===== src/rtl/multicycle_control_if.sv =====
// Control/datapath bundle for the RV32I multi-cycle controller.
// master = controller side, slave = datapath/memory side.
interface multicycle_control_if #(
   parameter int unsigned DATA_WIDTH  = 32,
   parameter int unsigned STATE_WIDTH = 4
);
   logic [DATA_WIDTH-1:0]  instr;
   logic                   zero;
   logic                   mem_ready;
   logic                   mem_req;
   logic                   mem_write;
   logic                   adr_src;
   logic                   ir_write;
   logic                   pc_write;
   logic                   reg_write;
   logic [1:0]             imm_src;
   logic [1:0]             alu_src_a;
   logic [1:0]             alu_src_b;
   logic [2:0]             alu_control;
   logic [1:0]             result_src;
   logic                   illegal_instr;
   logic [STATE_WIDTH-1:0] state_dbg;

   modport master (
      input  instr, zero, mem_ready,
      output mem_req, mem_write, adr_src, ir_write, pc_write, reg_write,
             imm_src, alu_src_a, alu_src_b, alu_control, result_src,
             illegal_instr, state_dbg
   );

   modport slave (
      output instr, zero, mem_ready,
      input  mem_req, mem_write, adr_src, ir_write, pc_write, reg_write,
             imm_src, alu_src_a, alu_src_b, alu_control, result_src,
             illegal_instr, state_dbg
   );
endinterface


===== src/rtl/multicycle_control.sv =====
// Multi-cycle RV32I control FSM: registered state, outputs decoded from
// state, instr, zero and (in memory states) mem_ready.
module multicycle_control #(
   parameter int unsigned DATA_WIDTH  = 32,
   parameter int unsigned STATE_WIDTH = 4
) (
   input  logic                 clk,
   input  logic                 rst,
   multicycle_control_if.master bus
);
   typedef enum logic [STATE_WIDTH-1:0] {
      S_RESET, S_FETCH, S_DECODE, S_MEM_ADR, S_MEM_READ, S_MEM_WB,
      S_MEM_WRITE, S_EXEC_R, S_EXEC_I, S_ALU_WB, S_BRANCH, S_JAL, S_TRAP
   } state_t;

   localparam logic [6:0] OP_LOAD   = 7'b0000011;
   localparam logic [6:0] OP_STORE  = 7'b0100011;
   localparam logic [6:0] OP_RTYPE  = 7'b0110011;
   localparam logic [6:0] OP_ITYPE  = 7'b0010011;
   localparam logic [6:0] OP_BRANCH = 7'b1100011;
   localparam logic [6:0] OP_JAL    = 7'b1101111;

   localparam logic [2:0] ALU_ADD = 3'b000;
   localparam logic [2:0] ALU_SUB = 3'b001;
   localparam logic [2:0] ALU_AND = 3'b010;
   localparam logic [2:0] ALU_OR  = 3'b011;
   localparam logic [2:0] ALU_SLT = 3'b101;

   state_t     state_q, state_d;
   logic [6:0] opcode;
   logic [2:0] funct3;
   logic [2:0] alu_op;
   logic       alu_ok;
   logic       mem_req, mem_write, adr_src, ir_write, pc_write, reg_write;
   logic       illegal_instr;
   logic [1:0] imm_src, alu_src_a, alu_src_b, result_src;
   logic [2:0] alu_control;
   logic       unused_instr;

   assign opcode       = bus.instr[6:0];
   assign funct3       = bus.instr[14:12];
   assign unused_instr = ^{bus.instr[DATA_WIDTH-1:31], bus.instr[29:15], bus.instr[11:7]};

   always_ff @(posedge clk or posedge rst) begin
      if (rst) state_q <= S_RESET;
      else     state_q <= state_d;
   end

   always_comb begin
      alu_ok = 1'b1;
      case (funct3)
         3'b000:  alu_op = (state_q == S_EXEC_R && bus.instr[30]) ? ALU_SUB : ALU_ADD;
         3'b111:  alu_op = ALU_AND;
         3'b110:  alu_op = ALU_OR;
         3'b010:  alu_op = ALU_SLT;
         default: begin
            alu_op = ALU_ADD;
            alu_ok = 1'b0;
         end
      endcase
   end

   always_comb begin
      state_d       = state_q;
      mem_req       = 1'b0;
      mem_write     = 1'b0;
      adr_src       = 1'b0;
      ir_write      = 1'b0;
      pc_write      = 1'b0;
      reg_write     = 1'b0;
      illegal_instr = 1'b0;
      imm_src       = 2'b00;
      alu_src_a     = 2'b00;
      alu_src_b     = 2'b00;
      alu_control   = ALU_ADD;
      result_src    = 2'b00;
      case (state_q)
         S_RESET: state_d = S_FETCH;
         S_FETCH: begin
            mem_req = 1'b1;
            if (bus.mem_ready) begin
               ir_write   = 1'b1;
               pc_write   = 1'b1;
               alu_src_b  = 2'b10;
               result_src = 2'b10;
               state_d    = S_DECODE;
            end
         end
         S_DECODE: begin
            alu_src_a = 2'b01;
            alu_src_b = 2'b01;
            imm_src   = (opcode == OP_JAL) ? 2'b11 : 2'b10;
            case (opcode)
               OP_LOAD, OP_STORE: state_d = S_MEM_ADR;
               OP_RTYPE:          state_d = S_EXEC_R;
               OP_ITYPE:          state_d = S_EXEC_I;
               OP_BRANCH:         state_d = S_BRANCH;
               OP_JAL:            state_d = S_JAL;
               default:           state_d = S_TRAP;
            endcase
         end
         S_MEM_ADR: begin
            alu_src_a = 2'b10;
            alu_src_b = 2'b01;
            imm_src   = (opcode == OP_LOAD) ? 2'b00 : 2'b01;
            state_d   = (opcode == OP_LOAD) ? S_MEM_READ : S_MEM_WRITE;
         end
         S_MEM_READ: begin
            mem_req = 1'b1;
            adr_src = 1'b1;
            if (bus.mem_ready) state_d = S_MEM_WB;
         end
         S_MEM_WB: begin
            result_src = 2'b01;
            reg_write  = 1'b1;
            state_d    = S_FETCH;
         end
         S_MEM_WRITE: begin
            mem_req   = 1'b1;
            mem_write = 1'b1;
            adr_src   = 1'b1;
            if (bus.mem_ready) state_d = S_FETCH;
         end
         S_EXEC_R, S_EXEC_I: begin
            alu_src_a   = 2'b10;
            alu_src_b   = (state_q == S_EXEC_I) ? 2'b01 : 2'b00;
            alu_control = alu_op;
            state_d     = alu_ok ? S_ALU_WB : S_TRAP;
         end
         S_ALU_WB: begin
            reg_write = 1'b1;
            state_d   = S_FETCH;
         end
         S_BRANCH: begin
            alu_src_a   = 2'b10;
            alu_control = ALU_SUB;
            // instr[12] separates bne from beq, so it inverts the taken sense
            if (funct3 == 3'b000 || funct3 == 3'b001) begin
               pc_write = bus.zero ^ bus.instr[12];
               state_d  = S_FETCH;
            end else begin
               state_d  = S_TRAP;
            end
         end
         S_JAL: begin
            pc_write  = 1'b1;
            alu_src_a = 2'b01;
            alu_src_b = 2'b10;
            state_d   = S_ALU_WB;
         end
         S_TRAP:  illegal_instr = 1'b1;
         default: state_d = S_RESET;
      endcase
   end

   assign bus.mem_req       = mem_req;
   assign bus.mem_write     = mem_write;
   assign bus.adr_src       = adr_src;
   assign bus.ir_write      = ir_write;
   assign bus.pc_write      = pc_write;
   assign bus.reg_write     = reg_write;
   assign bus.imm_src       = imm_src;
   assign bus.alu_src_a     = alu_src_a;
   assign bus.alu_src_b     = alu_src_b;
   assign bus.alu_control   = alu_control;
   assign bus.result_src    = result_src;
   assign bus.illegal_instr = illegal_instr;
   assign bus.state_dbg     = state_q;
endmodule


===== src/flat_wrapper.sv =====
// flat-port wrapper written by rule: the top's interface ports become plain ports
module multicycle_control_flat 
#(
   parameter int unsigned DATA_WIDTH  = 32,
   parameter int unsigned STATE_WIDTH = 4
)
  (clk, rst, bus_instr, bus_zero, bus_mem_ready, bus_mem_req, bus_mem_write, bus_adr_src, bus_ir_write, bus_pc_write, bus_reg_write, bus_imm_src, bus_alu_src_a, bus_alu_src_b, bus_alu_control, bus_result_src, bus_illegal_instr, bus_state_dbg);
  multicycle_control_if #(.DATA_WIDTH(DATA_WIDTH), .STATE_WIDTH(STATE_WIDTH)) bus_i ();
  input  logic clk;
  input  logic rst;
  input wire logic [$bits(bus_i.instr)-1:0] bus_instr;
  input wire logic [$bits(bus_i.zero)-1:0] bus_zero;
  input wire logic [$bits(bus_i.mem_ready)-1:0] bus_mem_ready;
  output wire logic [$bits(bus_i.mem_req)-1:0] bus_mem_req;
  output wire logic [$bits(bus_i.mem_write)-1:0] bus_mem_write;
  output wire logic [$bits(bus_i.adr_src)-1:0] bus_adr_src;
  output wire logic [$bits(bus_i.ir_write)-1:0] bus_ir_write;
  output wire logic [$bits(bus_i.pc_write)-1:0] bus_pc_write;
  output wire logic [$bits(bus_i.reg_write)-1:0] bus_reg_write;
  output wire logic [$bits(bus_i.imm_src)-1:0] bus_imm_src;
  output wire logic [$bits(bus_i.alu_src_a)-1:0] bus_alu_src_a;
  output wire logic [$bits(bus_i.alu_src_b)-1:0] bus_alu_src_b;
  output wire logic [$bits(bus_i.alu_control)-1:0] bus_alu_control;
  output wire logic [$bits(bus_i.result_src)-1:0] bus_result_src;
  output wire logic [$bits(bus_i.illegal_instr)-1:0] bus_illegal_instr;
  output wire logic [$bits(bus_i.state_dbg)-1:0] bus_state_dbg;
  assign bus_i.instr = bus_instr;
  assign bus_i.zero = bus_zero;
  assign bus_i.mem_ready = bus_mem_ready;
  assign bus_mem_req = bus_i.mem_req;
  assign bus_mem_write = bus_i.mem_write;
  assign bus_adr_src = bus_i.adr_src;
  assign bus_ir_write = bus_i.ir_write;
  assign bus_pc_write = bus_i.pc_write;
  assign bus_reg_write = bus_i.reg_write;
  assign bus_imm_src = bus_i.imm_src;
  assign bus_alu_src_a = bus_i.alu_src_a;
  assign bus_alu_src_b = bus_i.alu_src_b;
  assign bus_alu_control = bus_i.alu_control;
  assign bus_result_src = bus_i.result_src;
  assign bus_illegal_instr = bus_i.illegal_instr;
  assign bus_state_dbg = bus_i.state_dbg;
  multicycle_control #(.DATA_WIDTH(DATA_WIDTH), .STATE_WIDTH(STATE_WIDTH)) u_core (.clk(clk), .rst(rst), .bus(bus_i));
endmodule

===== config.mk =====
export PLATFORM = sky130hd
export DESIGN_NAME = multicycle_control_flat
export DESIGN_NICKNAME = d
export VERILOG_FILES = /design/src/rtl/multicycle_control_if.sv /design/src/rtl/multicycle_control.sv /design/src/flat_wrapper.sv
export SDC_FILE = /design/constraint.sdc
export NUM_CORES = 1
export LEC_CHECK = 0
export ABC_AREA = 1
export ABC_CLOCK_PERIOD_IN_PS = 1800
export BUFFER_PORTS_ARGS = -buffer_cell sky130_fd_sc_hd__clkbuf_2
export CAP_MARGIN = 10
export CORE_MARGIN = 2
export CORE_UTILIZATION = 36
export DETAILED_ROUTE_END_ITERATION = 12
export PLACE_DENSITY = 0.8
export SYNTH_ARGS = -nofsm -noshare
export SYNTH_HDL_FRONTEND = slang
export SYNTH_SLANG_ARGS = --single-unit

===== constraint.sdc =====
create_clock -name clk -period 1.8 [get_ports clk]
set_input_delay 0.36 -clock clk [delete_from_list [all_inputs] [get_ports clk]]
set_output_delay 0.36 -clock clk [all_outputs]
set_load 0.03 [all_outputs]

# Word level (Yosys, flattened, before mapping)
# Cells that the tools add are included.
[op_classes] n_eq_ne=25 mux=29 bitwise_logic=2 reduce_logical=15
[op_table] cell="4-bit one-hot mux with 10 select lines" n=1
[op_table] cell="4-bit equality test (second input constant)" n=5
[op_table] cell="4-bit one-hot mux with 5 select lines" n=1
[op_table] cell="4-bit by 3-bit equality test with 1-bit output (second input constant)" n=4
[op_table] cell="4-bit two-way mux" n=4
[op_table] cell="7-bit by 6-bit equality test with 1-bit output (second input constant)" n=2
[op_table] cell="7-bit equality test (second input constant)" n=2
[op_table] cell="1-bit two-way mux" n=13
[op_table] cell="2-bit one-hot mux with 2 select lines" n=3
[op_table] cell="3-bit one-hot mux with 4 select lines" n=1
[op_table] cell="2-bit OR reduction" n=6
[op_table] cell="4-bit by 2-bit equality test with 1-bit output (second input constant)" n=2
[op_table] cell="2-bit one-hot mux with 4 select lines" n=1
[op_table] cell="4-bit OR reduction" n=2
[op_table] cell="7-bit by 2-bit equality test with 1-bit output (second input constant)" n=1
[op_table] cell="7-bit by 5-bit equality test with 1-bit output (second input constant)" n=1
[op_table] cell="3-bit equality test (second input constant)" n=2
[op_table] cell="2-bit inequality test (second input constant)" n=3
[op_table] cell="3-bit one-hot mux with 2 select lines" n=1
[op_table] cell="3-bit OR reduction" n=2
[op_table] cell="4-bit by 1-bit equality test with 1-bit output (second input constant)" n=1
[op_table] cell="4-bit logical NOT" n=1
[op_table] cell="2-bit two-way mux" n=2
[op_table] cell="4-bit AND reduction" n=1
[op_table] cell="other kinds (9)" n=9
[totals] reg_bits=4

# Logic depth before layout (Yosys ltp)
# Gate-level depths: netlist (run 1).
[depth] ltp_word=5 depth_mapped=10 mapped_depth_nobuf=10

# Least setup slack after synthesis (run 1)
# Ideal clock, no wire load.
[synth_timing] kind="register to output" start="register u_core.state_q[2] (netlist: u_core.bus.state_dbg[2])" end="output bus_imm_src[0]" arrival_ns=1.973 required_ns=1.440 setup_slack_ns=-0.533 path_stages_with_launch=6 path_buffers=0 path_cell_list="dfrtp_1 -> nor2_1 -> inv_1 -> nor2_4 -> inv_1 -> o21ai_0"
[synth_between] elab_chain_len=2
[synth_lines] item="from (decl)" line="multicycle_control.sv:29" source="state_t state_q, state_d;"
[synth_lines] item="from (signal assigned)" line="multicycle_control.sv:46" source="else state_q <= state_d;"
[synth_lines] item="4-bit by 2-bit equality test with 1-bit output" line="multicycle_control.sv:77" source="case (state_q)"
[synth_lines] item="2-bit one-hot mux with 2 select lines *" line="multicycle_control.sv:77"
[synth_lines] item="to (decl)" line="flat_wrapper.sv:20" source="output wire logic [$bits(bus_i.imm_src)-1:0] bus_imm_src;"
# Mark *: on every way between the ends. The rest lies on a longest branch, timed or not.

# Final worst setup path (run 1)
[layout_timing] start="register u_core.state_q[3] (netlist: u_core.bus.state_dbg[3])" end="output bus_alu_control[0]"
[layout_between] elab_chain_len=5
[layout_lines] item="4-bit by 3-bit equality test with 1-bit output" line="multicycle_control.sv:52, multicycle_control.sv:77"
[layout_lines] item="1-bit logical AND" line="multicycle_control.sv:52" source="3'b000: alu_op = (state_q == S_EXEC_R && bus.instr[30]) ? ALU_SUB : ALU_ADD;"
[layout_lines] item="1-bit two-way mux" line="multicycle_control.sv:52"
[layout_lines] item="3-bit one-hot mux with 4 select lines" line="multicycle_control.sv:51" source="case (funct3)"
[layout_lines] item="3-bit one-hot mux with 2 select lines *" line="multicycle_control.sv:77"
[layout_lines] item="to (decl)" line="flat_wrapper.sv:23" source="output wire logic [$bits(bus_i.alu_control)-1:0] bus_alu_control;"
# Marked as above.

==> results of run 1 <==
==> critical path, stage by stage, from the launching register on <==
cell and delay [ps]:
dfrtp_2 430, inv_4 90, nand2_4 70, o21ai_4 180
nand2_2 110, o31ai_4 240, clkbuf_8 190
==> repair_timing <==
item | 4_1_cts | 5_1_grt
setup endpoints to repair | 8 | 14
buffers inserted | 7 | 2
resized for setup | 31 | 27
pin swaps | 3 | 1
hold buffers | 1 | 0
hold endpoints to repair | 4 | 0
==> stage by stage <==
stage	cell area [um^2]	utilization
global placement	935.9	0.5541
detailed placement	935.9	0.5541
global route	1201	0.7111
floorplan	689.4	-
finish	1201	0.7111
CTS	1142	0.6763
==> kinds of logic (layout without fill, tap and decap cells) <==
kind of cell | count (synthesis) | count (layout) | share of synthesized area
AND/OR/NAND/NOR | 74 | 74 | 0.5150
buffers and inverters | 26 | 81 | 0.1617
AO/OA/AOI/OAI | 15 | 15 | 0.1497
flip-flops | 4 | 4 | 0.1597
XOR/XNOR | 1 | 1 | 0.01397
==> how the worst max path moves through the flow <==
stage / start / endpoint / slack (ps)
after floorplan: u_core.bus.state_dbg[3]$_DFFE_PP0P_ / bus_alu_control[2] / 20
after global placement: u_core.bus.state_dbg[2]$_DFFE_PP0P_ / bus_alu_control[0] / 60
after detailed placement: u_core.bus.state_dbg[2]$_DFFE_PP0P_ / bus_alu_control[0] / 20
after CTS: u_core.bus.state_dbg[3]$_DFFE_PP0P_ / bus_alu_control[0] / -90
after global routing: u_core.bus.state_dbg[3]$_DFFE_PP0P_ / bus_alu_control[0] / -160
final: u_core.bus.state_dbg[3]$_DFFE_PP0P_ / bus_alu_control[0] / -110
==> area by class of cell <==
| class | count | share of cell area |
|---|---|---|
| clock buffers | 3 | 0.01875 |
| inverters | 25 | 0.08021 |
| multi-input cells | 90 | 0.4740 |
| flip-flops and latches | 4 | 0.08750 |
| well taps | 17 | 0.01771 |
| repair buffers | 53 | 0.3219 |
==> placed cells by master, fill, tap and decap left out, drive strengths merged <==
cell type	count
nand2	39
clkbuf	33
inv	25
buf	22
nor2	20
nand3	9
o21ai	7
dfrtp	4
nor3	3
a21oi	3
nand4	2
o21bai	2
nor4	1
a31oi	1
o31ai	1
xnor2	1
o211ai	1
dlygate4sd3	1
==> where the power goes <==
part	switching (W)	leakage, nW	internal (W)
combinational	0.000958	0.618	0.000569
sequential	0.0000707	0.0459	0.000137
clock	0.0000303	0.0138	0.0000741
==> per-layer routing <==
metal,up-vias,global-route usage,wire [um]
met2,44,0.4225,1389
li1,485,-,-
met4,0,0.1143,72
met5,-,0,0
met1,462,0.2782,973
met3,10,0.01587,135
==> results_dict.tcl, run 1 <==
set metrics [dict create \
    dp.cells 179 \
    start_util 0.3711 \
    yosys.area.top_type_share 0.2216 \
    clock_skew_ps 1.316 \
    die_h_um 45.73 \
    die_area_um2 2091 \
    r2r_end "u_core.bus.state_dbg[0]$_DFFE_PP0P_" \
    syn_nets 156 \
    drive_gt1_frac 0.5371 \
    rrSetupSlack_ps 370 \
    whs_endpoint "u_core.bus.state_dbg[1]$_DFFE_PP0P_" \
    synth-seq-cells 4 \
    die_x_um 45.73 \
    arrival_ps 1550 \
    place_hpwl_mm 1.664 \
    finalWirelength_mm 2.570 \
    status "finished, violations left" \
    synthTopCellsByCount "37 x nand2_1, 25 x inv_1, 17 x nor2_1" \
    gp_congestion 0.8579 \
    largest_reg_flops 4 \
    relSlewSlack 0.7507 \
    drt-wirelength-per-cell_um 13.39 \
    coreArea_um2 1689 \
    pin_count 58 \
    finalNonFillerCells 192 \
    rsz0062_at_grt "true" \
    synth_area_leaders "nand2_1 22%, dfrtp_1 16%, inv_1 15%" \
    h-tree-depth 1 \
    synth_most_common_cell "nand2_1" \
    via_per_inst 5.214 \
    cts_tree "yes" \
    insertion_delay_ps 230 \
    cts.clk_slew.worst_paths_ps 30 \
    crit_type "reg -> out" \
    worst_r2r_path_depth 9 \
    antenna_found_initial 0 \
    avgSynthCellArea_um2 5.224 \
    yosysUniqueCellTypes 23 \
    drtIter0Drc 50 \
    violations "negative setup slack" \
    max_freq_ghz 0.5248 \
    required_ps 1440 \
    num-fill-cells 132 \
    rows 15 \
    async_flop_share 1.000 \
    finalHoldViolCount 0 \
    total_power_w 0.001839 \
    synth_area_um2 626.9 \
    tightest_slew_ps 370.0 \
    ir_worst_vdd_uv 988.6 \
    synth_edf_count 0 \
    cts.sinks 4 \
    ant_nets 0 \
    vias 1001 \
    grt_max_degree 6 \
    synthFlopType "dfrtp_1" \
    fin_crit_sh 1.059 \
    fin_crit_ps 1905 \
    finalMaxSlewViolations 0 \
    ff_latch_area_um2 105.1 \
    antenna_cells 0 \
    hold_ws_ps 505.7 \
    syn2layout_area_growth_pct 91.62 \
    cp-end-kind "primary output" \
    synth_cells 120 \
    grt_pass1_vias 931 \
    cts-buffers-inserted 3 \
    hp-class "in -> reg" \
    yosysTopAreaCell "nand2_1" \
    io_buffers 36 \
    critPathLaunchType "register" \
    worst_slack_ps -105.4 \
    ys_warn_count 0 \
    cellLeakagePower_nw 0.6776 \
    dp_slack_ps 20.00 \
    tns_ps -212.3 \
    drv_cap 0 \
    cts.path.max_buffers 2 \
    nets 213 \
    r2r_start "u_core.bus.state_dbg[2]$_DFFE_PP0P_" \
    hp-start "bus_mem_ready" \
    multi_input_area_um2 569.3 \
    hold_path_depth 4 \
    grt_pass1_wl_mm 3.677 \
    crit_fanout 5 \
    drc 0 \
    p_per_area_nw_per_um2 1531 \
    drtPass1Iterations 4 \
    grt_use_total 0.2350 \
    setup_viol 4 \
    clock_tree.root_cell "clkbuf_4" \
    yosysSeqAreaShare 0.1597 \
    grt_overflow 0 \
]
No activity file was read; power rests on OpenSTA's default activity.
==> run 2: changes to the inputs <==
--- a/config.mk
+++ b/config.mk
@@ -9,10 +9,12 @@
 export ABC_CLOCK_PERIOD_IN_PS = 1800
 export BUFFER_PORTS_ARGS = -buffer_cell sky130_fd_sc_hd__clkbuf_2
 export CAP_MARGIN = 10
+export CELL_PAD_IN_SITES_DETAIL_PLACEMENT = 0
+export CELL_PAD_IN_SITES_GLOBAL_PLACEMENT = 1
 export CORE_MARGIN = 2
-export CORE_UTILIZATION = 36
+export CORE_UTILIZATION = 21
 export DETAILED_ROUTE_END_ITERATION = 12
-export PLACE_DENSITY = 0.8
+export PLACE_DENSITY = 0.79
 export SYNTH_ARGS = -nofsm -noshare
 export SYNTH_HDL_FRONTEND = slang
 export SYNTH_SLANG_ARGS = --single-unit
==> results_dict.tcl, run 2 (synthesized netlist as in run 1, its figures left out) <==
set metrics [dict create \
    fin_crit_ps 1909 \
    die_area_um2 3438 \
    vias 919 \
    max_freq_ghz 0.5237 \
    relSlewSlack 0.8107 \
    cts.path.max_buffers 2 \
    clockPowerShare 0.064 \
    clock_skew_ps 1.956 \
    drt-wirelength-per-cell_um 11.01 \
    via_per_inst 4.527 \
    cts.sinks 4 \
    hp-class "in -> reg" \
    nets 210 \
    syn2layout_area_growth_pct 83.23 \
    grt_max_degree 8 \
    rrSetupSlack_ps 380 \
    final_common_cell "nand2_1" \
    drtPass1Iterations 8 \
    slowest_delay_ps 450 \
    crit_fanout 5 \
    power_frac_comb 0.804 \
    cellLeakagePower_nw 0.6434 \
    critPathLaunchType "register" \
    arrival_ps 1550 \
    drive_gt1_frac 0.4826 \
    crit_chain "inv_4 > nand2_4 > o21ai_4 > nand2_2 > o31ai_4 > clkbuf_8" \
    drc 2 \
    pin_count 58 \
    finalMaxSlewViolations 0 \
    place_hpwl_mm 1.763 \
    gp_congestion 0.8625 \
    power_switching_w 0.0009716 \
    start_util 0.2235 \
    p_int_w 0.0007072 \
    required_ps 1440 \
    r2r_end "u_core.bus.state_dbg[2]$_DFFE_PP0P_" \
    ant_nets 0 \
    insertion_delay_ps 230 \
    finalHoldViolCount 0 \
    worst_r2r_path_depth 11 \
    p_per_area_nw_per_um2 1462 \
    drtIter0Drc 19 \
    cts-buffers-inserted 3 \
    antenna_found_initial 0 \
    die_h_um 58.64 \
    swShare 0.5787 \
    slowest_stage "dfrtp_2" \
    hp-start "bus_mem_ready" \
    seq_power_share 0.132 \
    status "finished, violations left" \
    grt_pass1_wl_mm 3.408 \
    coreArea_um2 2805 \
    ir_worst_vdd_uv 869.6 \
    num-fill-cells 294 \
    grt_use_total 0.1252 \
    dp_slack_ps -1.411 \
    grt_overflow 0 \
    hold_path_depth 4 \
    tightest_slew_ps 281.0 \
    rsz0062_at_grt "true" \
    r2r_start "u_core.bus.state_dbg[3]$_DFFE_PP0P_" \
    cp-end-kind "primary output" \
    grt_pass1_vias 845 \
    h-tree-depth 1 \
    finalWirelength_mm 2.235 \
    violations "design-rule violations, negative setup slack" \
    io_buffers 36 \
    rows 19 \
    clock_tree.root_cell "clkbuf_4" \
    die_x_um 58.64 \
    crit_type "reg -> out" \
    whs_endpoint "u_core.bus.state_dbg[0]$_DFFE_PP0P_" \
    setup_viol 8 \
    fin_crit_sh 1.061 \
    cts_tree "yes" \
    cts.clk_slew.worst_paths_ps 40 \
    total_power_w 0.001679 \
    largest_reg_flops 4 \
    antenna_cells 0 \
    final_cell_mix "33 x nand2_1, 23 x clkbuf_2, 21 x inv_1, 15 x buf_4, 11 x nor2_1" \
    worst_slack_ps -109.4 \
    final_core_util 0.4095 \
    drv_cap 0 \
]
[run 2: cell count changes in the layout (fill, tap and decap cells not counted), sizes merged]
| cell | change |
|---|---|
| clkbuf | +1 |
| buf | -4 |
[run 2: worst max-delay path: cells and delay by family (launching register included)]
family                 cells  cell delay [ps]
flip-flops                 1              450
buffers and inverters      2              290
AND/OR/NAND/NOR            2              170
AO/OA/AOI/OAI              2              410
[run 2: timing repair]
| item | CTS | global route |
|---|---|---|
| resized for setup | 24 | 22 |
| endpoints found under the setup margin | 10 | 14 |
| buffers inserted | 5 | 2 |
| hold buffers | 1 | 0 |
| pin swaps | 3 | 2 |
| endpoints found under the hold margin | 4 | 0 |
[run 2: final cells by class]
class | count | area, um^2 | area share
Multi-Input combinational cell | 90 | 535.5 | 0.4662
Sequential cell | 4 | 105.1 | 0.09150
Timing Repair Buffer | 50 | 350.3 | 0.3050
Tap cell | 31 | 38.79 | 0.03377
Clock buffer | 3 | 22.52 | 0.01961
Inverter | 25 | 96.34 | 0.08388
[run 2: worst max-delay path by stage]
| stage | cells past startpoint | start | end |
|---|---|---|---|
| after detailed placement | 6 | u_core.bus.state_dbg[2]$_DFFE_PP0P_ | bus_alu_control[0] |
| after floorplan | 5 | u_core.bus.state_dbg[3]$_DFFE_PP0P_ | bus_alu_control[2] |
| after global placement | 6 | u_core.bus.state_dbg[2]$_DFFE_PP0P_ | bus_alu_control[0] |
| after CTS | 6 | u_core.bus.state_dbg[2]$_DFFE_PP0P_ | bus_imm_src[0] |
| after global routing | 7 | u_core.bus.state_dbg[2]$_DFFE_PP0P_ | bus_pc_write |
| final | 6 | u_core.bus.state_dbg[3]$_DFFE_PP0P_ | bus_alu_control[0] |
[run 2: stage by stage]
step / area, um^2 / instances / hold WS, ps / TNS, ps
5_1_grt: 1149 / 203 / 510.0 / -1046
3_5_place_dp: 945.9 / 192 / 229.1 / -1.411
6_report: 1149 / 203 / 486.2 / -370.1
2_1_floorplan: 689.4 / 120 / 126.1 / 0
4_1_cts: 1105 / 201 / 489.1 / -411.0
3_3_place_gp: 945.9 / 192 / 220.3 / 0
[run 2: routing by layer]
layer	vias up	track usage	wire, um
li1	481	-	-
met1	415	0.1497	917
met2	23	0.2408	1218
met3	0	0.008791	99
met4	0	0.02922	0
met5	-	0	0
[run 2: power by group through the flow]
stage / Sequential (W) / Combinational [W] / Clock, W
2_1_floorplan: 0.000266 / 0.000727 / 0
3_3_place_gp: 0.000207 / 0.00110 / 0
3_5_place_dp: 0.000212 / 0.00111 / 0
4_1_cts: 0.000212 / 0.00129 / 0.000114
5_1_grt: 0.000228 / 0.00145 / 0.000120
6_report: 0.000221 / 0.00135 / 0.000108
